<file path="src/rtl/id_scoreboard_pkg.sv">
// Shared constants and helpers for the ID-stage register scoreboard.
package id_scoreboard_pkg;

    localparam int SB_REG_ADDR_WIDTH = 5;
    localparam int SB_NUM_REGS       = 32;
    localparam int SB_CNT_WIDTH      = 2;
    localparam int SB_CNT_MAX        = (1 << SB_CNT_WIDTH) - 1;
    localparam bit SB_WB_BYPASS      = 1'b1;

    // Saturating 32-bit increment used by the stall statistics counter.
    function automatic logic [31:0] sat_inc32(input logic [31:0] value);
        return (value == 32'hFFFF_FFFF) ? value : value + 32'd1;
    endfunction

endpackage

</file>
<file path="src/rtl/id_scoreboard_if.sv">
// ID/WB interlock bus between the pipeline (master) and the scoreboard (slave).
interface id_scoreboard_if #(
    parameter int REG_ADDR_WIDTH = 5
);
    // Handshake: id_valid offers the ID instruction; it leaves ID in exactly the
    // cycle issue is high. stall holds it in IF/ID; flush drops it without issuing.
    logic                      id_valid;
    logic [REG_ADDR_WIDTH-1:0] id_rs1;
    logic [REG_ADDR_WIDTH-1:0] id_rs2;
    logic                      id_use_rs1;
    logic                      id_use_rs2;
    logic [REG_ADDR_WIDTH-1:0] id_rd;
    logic                      id_reg_write;
    logic                      flush;
    logic                      wb_reg_write;
    logic [REG_ADDR_WIDTH-1:0] wb_rd;
    logic                      stall;
    logic                      issue;

    modport master (
        output id_valid, id_rs1, id_rs2, id_use_rs1, id_use_rs2, id_rd,
               id_reg_write, flush, wb_reg_write, wb_rd,
        input  stall, issue
    );

    modport slave (
        input  id_valid, id_rs1, id_rs2, id_use_rs1, id_use_rs2, id_rd,
               id_reg_write, flush, wb_reg_write, wb_rd,
        output stall, issue
    );

endinterface

</file>
<file path="src/rtl/id_scoreboard_sb_counter.sv">
// Per-register pending-write counter: saturating up/down with underflow flag.
module sb_counter #(
    parameter int CNT_WIDTH = 2
) (
    input  logic                 clk,
    input  logic                 rst,
    input  logic                 inc,
    input  logic                 dec,
    output logic [CNT_WIDTH-1:0] cnt,
    output logic                 underflow
);

    localparam logic [CNT_WIDTH-1:0] CNT_MAX = '1;

    logic dec_ok;
    logic do_inc;
    logic do_dec;

    // A retire against an empty counter is reported, never applied.
    assign underflow = dec & (cnt == '0);
    assign dec_ok    = dec & (cnt != '0);
    assign do_inc    = inc & !dec_ok & (cnt != CNT_MAX);
    assign do_dec    = dec_ok & !inc;

    always_ff @(posedge clk or negedge rst) begin
        if (!rst) begin
            cnt <= '0;
        end else if (do_inc) begin
            cnt <= cnt + CNT_WIDTH'(1);
        end else if (do_dec) begin
            cnt <= cnt - CNT_WIDTH'(1);
        end
    end

endmodule

</file>
<file path="src/rtl/id_scoreboard.sv">
// Register-scoreboard interlock: tracks in-flight writes from ID issue to WB
// retire and stalls ID on a pending source or a full destination counter.
module id_scoreboard
    import id_scoreboard_pkg::*;
#(
    parameter int REG_ADDR_WIDTH = SB_REG_ADDR_WIDTH,
    parameter int NUM_REGS       = SB_NUM_REGS,
    parameter int CNT_WIDTH      = SB_CNT_WIDTH,
    parameter bit WB_BYPASS      = SB_WB_BYPASS
) (
    input  logic                clk,
    input  logic                rst,
    id_scoreboard_if.slave      bus,
    output logic [NUM_REGS-1:0] busy,
    output logic [31:0]         stall_cycles,
    output logic                retire_err
);

    localparam logic [CNT_WIDTH-1:0] CNT_MAX = '1;
    localparam logic [CNT_WIDTH-1:0] CNT_ONE = CNT_WIDTH'(1);

    logic [CNT_WIDTH-1:0] cnt [NUM_REGS];
    logic [NUM_REGS-1:1]  inc_vec;
    logic [NUM_REGS-1:1]  dec_vec;
    logic [NUM_REGS-1:1]  underflow_vec;

    logic ret;
    logic rs1_ready;
    logic rs2_ready;
    logic rs1_bypass;
    logic rs2_bypass;
    logic dest_full;
    logic stall_int;
    logic issue_int;

    assign ret = bus.wb_reg_write & (bus.wb_rd != '0);

    // Write-through register file: the last pending write retiring this cycle
    // is already visible to the reader.
    assign rs1_bypass = WB_BYPASS & (cnt[bus.id_rs1] == CNT_ONE) & ret & (bus.wb_rd == bus.id_rs1);
    assign rs2_bypass = WB_BYPASS & (cnt[bus.id_rs2] == CNT_ONE) & ret & (bus.wb_rd == bus.id_rs2);

    assign rs1_ready = !bus.id_use_rs1 | (bus.id_rs1 == '0) | (cnt[bus.id_rs1] == '0) | rs1_bypass;
    assign rs2_ready = !bus.id_use_rs2 | (bus.id_rs2 == '0) | (cnt[bus.id_rs2] == '0) | rs2_bypass;

    assign dest_full = bus.id_reg_write & (bus.id_rd != '0) & (cnt[bus.id_rd] == CNT_MAX)
                     & !(ret & (bus.wb_rd == bus.id_rd));

    // flush wins: a squashed instruction neither stalls nor reserves.
    assign stall_int = bus.id_valid & !bus.flush & (!rs1_ready | !rs2_ready | dest_full);
    assign issue_int = bus.id_valid & !bus.flush & !stall_int;

    assign bus.stall = stall_int;
    assign bus.issue = issue_int;

    assign cnt[0]  = '0;
    assign busy[0] = 1'b0;

    for (genvar i = 1; i < NUM_REGS; i++) begin : g_cnt
        assign inc_vec[i] = issue_int & bus.id_reg_write & (bus.id_rd == REG_ADDR_WIDTH'(i));
        assign dec_vec[i] = ret & (bus.wb_rd == REG_ADDR_WIDTH'(i));

        sb_counter #(
            .CNT_WIDTH(CNT_WIDTH)
        ) u_cnt (
            .clk       (clk),
            .rst       (rst),
            .inc       (inc_vec[i]),
            .dec       (dec_vec[i]),
            .cnt       (cnt[i]),
            .underflow (underflow_vec[i])
        );

        assign busy[i] = (cnt[i] != '0);
    end

    always_ff @(posedge clk or negedge rst) begin
        if (!rst) begin
            stall_cycles <= 32'd0;
            retire_err   <= 1'b0;
        end else begin
            if (stall_int) begin
                stall_cycles <= sat_inc32(stall_cycles);
            end
            if (|underflow_vec) begin
                retire_err <= 1'b1;
            end
        end
    end

endmodule
</file>
<file path="src/flat_wrapper.sv">
// flat-port wrapper written by rule: the top's interface ports become plain ports
module id_scoreboard_flat import id_scoreboard_pkg::*;
#(
    parameter int REG_ADDR_WIDTH = SB_REG_ADDR_WIDTH,
    parameter int NUM_REGS       = SB_NUM_REGS,
    parameter int CNT_WIDTH      = SB_CNT_WIDTH,
    parameter bit WB_BYPASS      = SB_WB_BYPASS
)
  (clk, rst, busy, stall_cycles, retire_err, bus_id_valid, bus_id_rs1, bus_id_rs2, bus_id_use_rs1, bus_id_use_rs2, bus_id_rd, bus_id_reg_write, bus_flush, bus_wb_reg_write, bus_wb_rd, bus_stall, bus_issue);
  id_scoreboard_if #(.REG_ADDR_WIDTH(REG_ADDR_WIDTH)) bus_i ();
  input  logic clk;
  input  logic rst;
  output logic [NUM_REGS-1:0] busy;
  output logic [31:0] stall_cycles;
  output logic retire_err;
  input wire logic [$bits(bus_i.id_valid)-1:0] bus_id_valid;
  input wire logic [$bits(bus_i.id_rs1)-1:0] bus_id_rs1;
  input wire logic [$bits(bus_i.id_rs2)-1:0] bus_id_rs2;
  input wire logic [$bits(bus_i.id_use_rs1)-1:0] bus_id_use_rs1;
  input wire logic [$bits(bus_i.id_use_rs2)-1:0] bus_id_use_rs2;
  input wire logic [$bits(bus_i.id_rd)-1:0] bus_id_rd;
  input wire logic [$bits(bus_i.id_reg_write)-1:0] bus_id_reg_write;
  input wire logic [$bits(bus_i.flush)-1:0] bus_flush;
  input wire logic [$bits(bus_i.wb_reg_write)-1:0] bus_wb_reg_write;
  input wire logic [$bits(bus_i.wb_rd)-1:0] bus_wb_rd;
  output wire logic [$bits(bus_i.stall)-1:0] bus_stall;
  output wire logic [$bits(bus_i.issue)-1:0] bus_issue;
  assign bus_i.id_valid = bus_id_valid;
  assign bus_i.id_rs1 = bus_id_rs1;
  assign bus_i.id_rs2 = bus_id_rs2;
  assign bus_i.id_use_rs1 = bus_id_use_rs1;
  assign bus_i.id_use_rs2 = bus_id_use_rs2;
  assign bus_i.id_rd = bus_id_rd;
  assign bus_i.id_reg_write = bus_id_reg_write;
  assign bus_i.flush = bus_flush;
  assign bus_i.wb_reg_write = bus_wb_reg_write;
  assign bus_i.wb_rd = bus_wb_rd;
  assign bus_stall = bus_i.stall;
  assign bus_issue = bus_i.issue;
  id_scoreboard #(.REG_ADDR_WIDTH(REG_ADDR_WIDTH), .NUM_REGS(NUM_REGS), .CNT_WIDTH(CNT_WIDTH), .WB_BYPASS(WB_BYPASS)) u_core (.clk(clk), .rst(rst), .bus(bus_i), .busy(busy), .stall_cycles(stall_cycles), .retire_err(retire_err));
endmodule
</file>
<file path="config.mk">
export PLATFORM = sky130hd
export DESIGN_NAME = id_scoreboard_flat
export DESIGN_NICKNAME = d
export VERILOG_FILES = /design/src/rtl/id_scoreboard_pkg.sv /design/src/rtl/id_scoreboard_if.sv /design/src/rtl/id_scoreboard_sb_counter.sv /design/src/rtl/id_scoreboard.sv /design/src/flat_wrapper.sv
export SDC_FILE = /design/constraint.sdc
export NUM_CORES = 1
export LEC_CHECK = 0
export ABC_AREA = 1
export CORE_ASPECT_RATIO = 1.2
export CORE_MARGIN = 3
export CORE_UTILIZATION = 53
export CTS_CLUSTER_DIAMETER = 30
export CTS_CLUSTER_SIZE = 8
export DETAILED_ROUTE_END_ITERATION = 6
export PLACE_DENSITY = 0.8
export SYNTH_ARGS = -nofsm -noshare
export SYNTH_HDL_FRONTEND = slang
export SYNTH_SLANG_ARGS = --single-unit
</file>
<file path="constraint.sdc">
create_clock -name clk -period 2.2 [get_ports clk]
set_input_delay 0.44 -clock clk [delete_from_list [all_inputs] [get_ports clk]]
set_output_delay 0.44 -clock clk [all_outputs]
set_load 0.03 [all_outputs]
</file>
# ---- Yosys cells after proc, flatten, opt, wreduce, memory -nomap -nowiden
# Cells that the tools add are included.
dict set report totals {
  mem_count 0
  elab_cells 682
  reg_bits 95
  ramBits 0
  romBits 0
  input_bits 28
  latch_bits 0
}
dict set report classes {
  reduce_logical 170
  n_addsub 63
  magnitude_cmp 3
  n_eq_ne 100
  bitwise_logic 242
  shift 0
  multipliers 0
  n_div 0
  n_mux 71
}
# operator n
set op_table {}
lappend op_table {{$and A1 B1 Y1} 230}
lappend op_table {{$eq A5 B5 Y1 const B} 32}
lappend op_table {{$mux W2} 68}
lappend op_table {{$reduce_bool A2 Y1} 62}
lappend op_table {{$eq A5 B4 Y1 const B} 16}
lappend op_table {{$logic_not A1 Y1} 69}
lappend op_table {{$logic_not A2 Y1} 33}
lappend op_table {{$add A2 B1 Y2 const B} 31}
lappend op_table {{$ne A2 B2 Y1 const B} 31}
lappend op_table {{$sub A2 B1 Y2 const B} 31}
lappend op_table {{$eq A5 B3 Y1 const B} 8}
lappend op_table {{$add A32 B1 Y32 const B} 1}
lappend op_table {{$eq A32 B32 Y1 const B} 1}
lappend op_table {{$reduce_or A31 Y1} 1}
lappend op_table {{$bmux W2 S5} 3}
lappend op_table {{$eq A5 B2 Y1 const B} 4}
lappend op_table {{$ge A6 B6 Y1 const B} 3}
lappend op_table {{$not A5 Y6} 3}
lappend op_table {{$eq A5 B5 Y1} 3}
lappend op_table {{$eq A5 B1 Y1 const B} 2}
lappend op_table {{$logic_not A5 Y1} 2}
lappend op_table {{$reduce_bool A5 Y1} 2}
lappend op_table {{$or A1 B1 Y1} 8}
lappend op_table {{$eq A2 B1 Y1 const B} 2}
lappend op_table {{3 further kinds} 3}

# ---- Longest topological paths before layout
# Gate-level depths: netlist (run 1).
dict set report depth {
  depth_word 20
  depth_mapped 21
  depth_no_buf 18
}

# ---- Hierarchy
# Synthesis (run 1) repeated with hierarchy kept, for this count alone.
dict set report unflattened {
  hier_cells 1543
  area_unflattened_um2 9018.6
}
# module cells_each n_inst seq_area_each_um2 area_per_inst_um2
set by_module_without_submodules {}
lappend by_module_without_submodules {id_scoreboard 1016 1 825.8 5295.1}
lappend by_module_without_submodules {sb_counter 17 31 50.0 120.1}

# ---- Least setup slack after synthesis (run 1)
# No wires, ideal clock.
dict set report synth_path {
  kind {in2reg}
  start {input bus_id_rd[0]}
  end {register u_core.stall_cycles[2]}
  setup_ns 0.123
  slack_ns -0.111
  cell_stages 19
  n_path_buf 3
  arrival_ns 2.188
  path_cell_list {buf_4 buf_2 o21ai_0 nand2_1 nand2_1 nand2_1 nand2_1 inv_1 nand2_1 nand2_1 nand2_1 nand3_1 nand3_4 nand2_1 inv_2 nand2_1 buf_2 o21ai_0 nand2_1}
}
dict set report synth_between {
  elab_chain_len 10
  word_cells_on_any_way 15
  classes_between {eq/ne: 2; mux: 3; bitwise: 7; reduce/logical: 3}
}
# element line
set synth_rtl {}
lappend synth_rtl {{start, declared} flat_wrapper.sv:21} ;# input wire logic [$bits(bus_i.id_rd)-1:0] bus_id_rd;
lappend synth_rtl {{$not A5 Y6 (not written as such)} id_scoreboard.sv:46} ;# assign dest_full = bus.id_reg_write & (bus.id_rd != '0) & (cnt[bus.id_rd] == CNT_MAX)
lappend synth_rtl {{$bmux W2 S5} id_scoreboard.sv:46}
lappend synth_rtl {{$mux W2 (not written as such) (2 in series)} id_scoreboard.sv:46}
lappend synth_rtl {{$eq A2 B2 Y1} id_scoreboard.sv:46}
lappend synth_rtl {{$and A1 B1 Y1} id_scoreboard.sv:46}
lappend synth_rtl {{$and A1 B1 Y1 (*)} id_scoreboard.sv:47} ;# & !(ret & (bus.wb_rd == bus.id_rd));
lappend synth_rtl {{$or A1 B1 Y1 (*)} id_scoreboard.sv:50} ;# assign stall_int = bus.id_valid & !bus.flush & (!rs1_ready | !rs2_ready | dest_full);
lappend synth_rtl {{$and A1 B1 Y1 (*)} id_scoreboard.sv:50}
lappend synth_rtl {{net bus_stall} flat_wrapper.sv:26} ;# output wire logic [$bits(bus_i.stall)-1:0] bus_stall;
lappend synth_rtl {{$reduce_and A2 Y1 (no line) (*)} n/a}
lappend synth_rtl {{end signal, assigned} id_scoreboard.sv:83} ;# stall_cycles <= sat_inc32(stall_cycles);
lappend synth_rtl {{end, declared} id_scoreboard.sv:15} ;# output logic [31:0] stall_cycles,
# The timed path passes the listed nets; every way through them passes the cells marked *. The select of a mux whose other input is x is not followed.
# A chain may end at the register's enable or synchronous reset.

# ---- Final worst setup path (run 1)
dict set report layout_path {
  start {register u_core.g_cnt[31].u_cnt.cnt[0]}
  end {output bus_issue}
}
dict set report layout_between {
  elab_chain_len 13
  word_cells_on_any_way 31
  classes_between {eq/ne: 3; mux: 9; bitwise: 14; reduce/logical: 5}
}
# element line
set layout_rtl {}
lappend layout_rtl {{start, declared} id_scoreboard_sb_counter.sv:9} ;# output logic [CNT_WIDTH-1:0] cnt,
lappend layout_rtl {{start signal, assigned} id_scoreboard_sb_counter.sv:29} ;# cnt <= cnt + CNT_WIDTH'(1);
lappend layout_rtl {{start signal, assigned} id_scoreboard_sb_counter.sv:31} ;# cnt <= cnt - CNT_WIDTH'(1);
lappend layout_rtl {{$bmux W2 S5, on equally long branches} n/a}
lappend layout_rtl {{$mux W2, on equally long branches (2 in series)} n/a}
lappend layout_rtl {{$eq A2 B1 Y1, on equally long branches} {id_scoreboard.sv:40, id_scoreboard.sv:41}}
lappend layout_rtl {{$and A1 B1 Y1, on equally long branches (2 in series)} {id_scoreboard.sv:40, id_scoreboard.sv:41}}
lappend layout_rtl {{$or A1 B1 Y1, on equally long branches} {id_scoreboard.sv:43, id_scoreboard.sv:44}}
lappend layout_rtl {{$logic_not A1 Y1} id_scoreboard.sv:50}
lappend layout_rtl {{$or A1 B1 Y1} id_scoreboard.sv:50}
lappend layout_rtl {{$or A1 B1 Y1 (*)} id_scoreboard.sv:50}
lappend layout_rtl {{$and A1 B1 Y1 (*)} id_scoreboard.sv:50}
lappend layout_rtl {{$logic_not A1 Y1 (*)} id_scoreboard.sv:51} ;# assign issue_int = bus.id_valid & !bus.flush & !stall_int;
lappend layout_rtl {{$and A1 B1 Y1 (*)} id_scoreboard.sv:51}
lappend layout_rtl {{end, declared} flat_wrapper.sv:27} ;# output wire logic [$bits(bus_i.issue)-1:0] bus_issue;
# Every way passes the cells marked *; elsewhere a longest branch is shown, timed or not. The select of a mux whose other input is x is not followed.

==> results of run 1 <==
## routing by layer
| metal | global-route usage, % | vias to the layer above | wire [µm] |
|---|---|---|---|
| met3 | 9.86 | 336 | 4290 |
| met1 | 48.2 | 5336 | 13100 |
| met2 | 72.6 | 929 | 19100 |
| met5 | 0 | - | 0 |
| li1 | - | 5295 | - |
| met4 | 42.2 | 0 | 5030 |
## per-stage QoR
stage | setup TNS (ps) | hold WS [ps] | total power, mW
final | -26430 | 127 | 6.34
after global routing | -33910 | 171 | 6.57
after CTS | -5630 | 155 | 6.13
after detailed placement | -66050 | 510 | 4.45
after global placement | -62090 | 495 | 4.40
after floorplan | -68.3 | 144 | 3.33
## worst max-delay path: stages (launching register included)
cell and delay (ps):
dfrtp_1 390, inv_1 270, nand2_1 100, nand3_1 140, nand2_1 80, nand2_1 60, nand2_1 70, nand2_1 80
nand2_1 50, nand3_1 80, nand2_1 60, nand2_2 100, nand3_4 130, nor2_8 180, buf_6 150
## power by group through the flow
stage	clock [mW]	sequential (mW)	combinational, mW
detailed placement	0	2.09	2.36
finish	1.65	2.07	2.61
CTS	1.64	2.06	2.43
floorplan	0	2.18	1.15
global placement	0	2.08	2.32
global route	1.69	2.08	2.79
## state kept, by name, indices dropped and copies added, names as in the netlist
signal	flops
u_core.g_cnt.u_cnt.cnt	62
u_core.retire_err	1
u_core.stall_cycles	32
## kinds of logic (layout without fill, tap and decap cells)
group / Yosys count / in the layout / share of synthesized area (%)
buffers and inverters: 241 / 571 / 11.8
flip-flops: 95 / 95 / 27.7
AO/OA/AOI/OAI: 187 / 187 / 12.0
AND/OR/NAND/NOR: 896 / 896 / 44.4
other: 1 / 1 / 0.0438
adder cells (fa/ha/maj): 1 / 1 / 0.146
XOR/XNOR: 38 / 38 / 3.88
## repair_timing
item | CTS | global route
setup buffers | 14 | 10
gates resized for setup | 123 | 63
pin swaps | 28 | 15
setup endpoints to repair | 114 | 107
gates cloned | 4 | 6
hold buffers | 0 | 0
## placed cells by master, fill, tap and decap left out, types with 28 or more instances in the layout
| master | count |
|---|---|
| nand2_1 | 574 |
| buf_4 | 234 |
| inv_1 | 164 |
| nand3_1 | 110 |
| nor2_1 | 102 |
| dfrtp_1 | 92 |
| o21ai_0 | 68 |
| clkdlybuf4s50_1 | 47 |
| o21ai_1 | 43 |
| nand4_1 | 28 |
## worst min-delay path by stage
stage                                 start                       endpoint  slack, ps  cells after the start
global placement    u_core.stall_cycles[16]        u_core.stall_cycles[16]        490                      2
CTS                                     rst        u_core.stall_cycles[16]        150                      2
detailed placement  u_core.stall_cycles[16]        u_core.stall_cycles[16]        510                      2
floorplan                               rst  u_core.g_cnt[10].u_cnt.cnt[0]        140                      0
finish                                  rst        u_core.stall_cycles[16]        130                      2
global route                            rst        u_core.stall_cycles[10]        170                      2
## layout make-up
| cell class | count | area share (%) |
|---|---|---|
| tap | 208 | 2.07 |
| multi-input combinational | 1123 | 43.7 |
| sequential | 95 | 19.0 |
| clock buffer | 9 | 1.80 |
| clock inverter | 7 | 0.489 |
| timing repair buffer | 369 | 27.3 |
| inverter | 186 | 5.61 |
==> impl_metrics.json, run 1 <==
{
  "status": "complete, but fails checks",
  "violations": "DRC, setup timing",
  "clock.fmax_mhz": 362,
  "diodes": 0,
  "drv_cap": 0,
  "drive_gt1_share_pct": 22.0,
  "critPathArrivalTime_ps": 2320,
  "yosys-top-cells-count": "589 x nand2_1, 179 x inv_1, 115 x nand3_1",
  "worst-path-max-fanout": 3,
  "dp_hpwl_um": 29300,
  "wl_um": 41600,
  "reg2reg_depth": 18,
  "grt_pass1_wl_um": 60800,
  "tightest_slew_ps": 558,
  "die_height_um": 145,
  "regArea_um2": 2380,
  "drv_slew": 0,
  "netlist-cell-type-count": 41,
  "cp.required_ps": 1760,
  "worstReg2RegEnd": "u_core.g_cnt[18].u_cnt.cnt[0]",
  "rsz0062_at_grt": "true",
  "swShare_pct": 41.2,
  "crit_end": "bus_issue",
  "finalNonFillerCells": 1997,
  "yosysTopAreaCell": "dfrtp_1",
  "multi_input_area_um2": 5490,
  "grt_pass1_vias": 11400,
  "worst_setup_path_end_kind": "output pin",
  "dr.first_iter.drc_count": 1554,
  "p_sw_mw": 2.61,
  "place_congestion": 1.09,
  "initial_core_util_pct": 54.6,
  "placed_area_um2": 11500,
  "synth_edf_count": 0,
  "rows": 50,
  "min_path_type": "input port to asynchronous set/reset pin",
  "setup_viol": 96,
  "yosysSeqAreaShare_pct": 27.7,
  "syn2layout_area_growth_pct": 46.4,
  "yosysTopAreaCellShare_pct": 27.7,
  "num-fill-cells": 1186,
  "ys_seq_elements": 95,
  "clk_pin_slew_ps": 80,
  "antenna_found_initial": 0,
  "syn_inst": 1459,
  "grt-ovfl-total": 0,
  "final.period_utilization_pct": 126,
  "fin_nets": 1813,
  "wl_per_cell_um": 20.8,
  "hold_viol_final": 0,
  "ioPinCount": 95,
  "p_leak_nw": 6.52,
  "r2r-start": "u_core.g_cnt[31].u_cnt.cnt[0]",
  "core-area_um2": 15700,
  "drc": 6,
  "critical_path.startpoint": "u_core.g_cnt[31].u_cnt.cnt[0]",
  "start_kind": "register",
  "ys.flop_type": "dfrtp_1",
  "synthArstFlopShare_pct": 100,
  "cts_tree": "done",
  "die_w_um": 122,
  "p_int_mw": 3.72,
  "layout_min_cycle_time_ps": 2760,
  "clkSinkCount": 95,
  "syn_avg_cell_area_um2": 5.87,
  "fin_skew_ps": 10.1,
  "relSlewSlack_pct": 62.4,
  "synth_most_common_cell": "nand2_1",
  "cts_root_buf": "clkbuf_16",
  "grt_max_degree": 96,
  "cts_buffer_depth": 2,
  "vias_per_cell": 5.96,
  "path_class": "register to output pin",
  "layout_setup_ws_ps": -561,
  "final_core_util_pct": 79.9,
  "ir_drop_mv": 0.404,
  "die_area_um2": 17700,
  "ys_top_cells_by_area": "dfrtp_1 28%, nand2_1 26%, inv_1 7.8%",
  "ant_nets": 0,
  "first_pass_iters": 7,
  "numCtsBuffers": 9,
  "finish.instance_area_um2": 12500,
  "syn-num-nets": 1488,
  "route.vias.total": 11900,
  "dp_cells": 1949,
  "p_clk_share_pct": 26.0,
  "seqPwrFrac_pct": 32.7,
  "pwr-share-comb_pct": 41.3,
  "yosysWarnings": 0,
  "clkLatencyLatePin_ps": 370,
  "grt_usage_pct": 45.2,
  "syn-cell-area_um2": 8570,
  "p_per_area_nw_per_um2": 505,
  "dp_slack_ps": -830,
  "port_buffers": 93,
  "reg2reg_slack_ps": -480,
  "htreeDepth": 3
}
Note: power is estimated with default switching activity, not from simulation.
==> inputs of run 2 (changes only) <==
- CAP_MARGIN: default -> 40
==> results of run 2 <==
Same layout as run 1: the final DEF is identical, and so are final timing and power.
==> inputs of run 3 (changes only) <==
- CAP_MARGIN: 40 -> default
==> results of run 3 <==
Same layout as run 1: the final DEF is identical, and so are final timing and power.
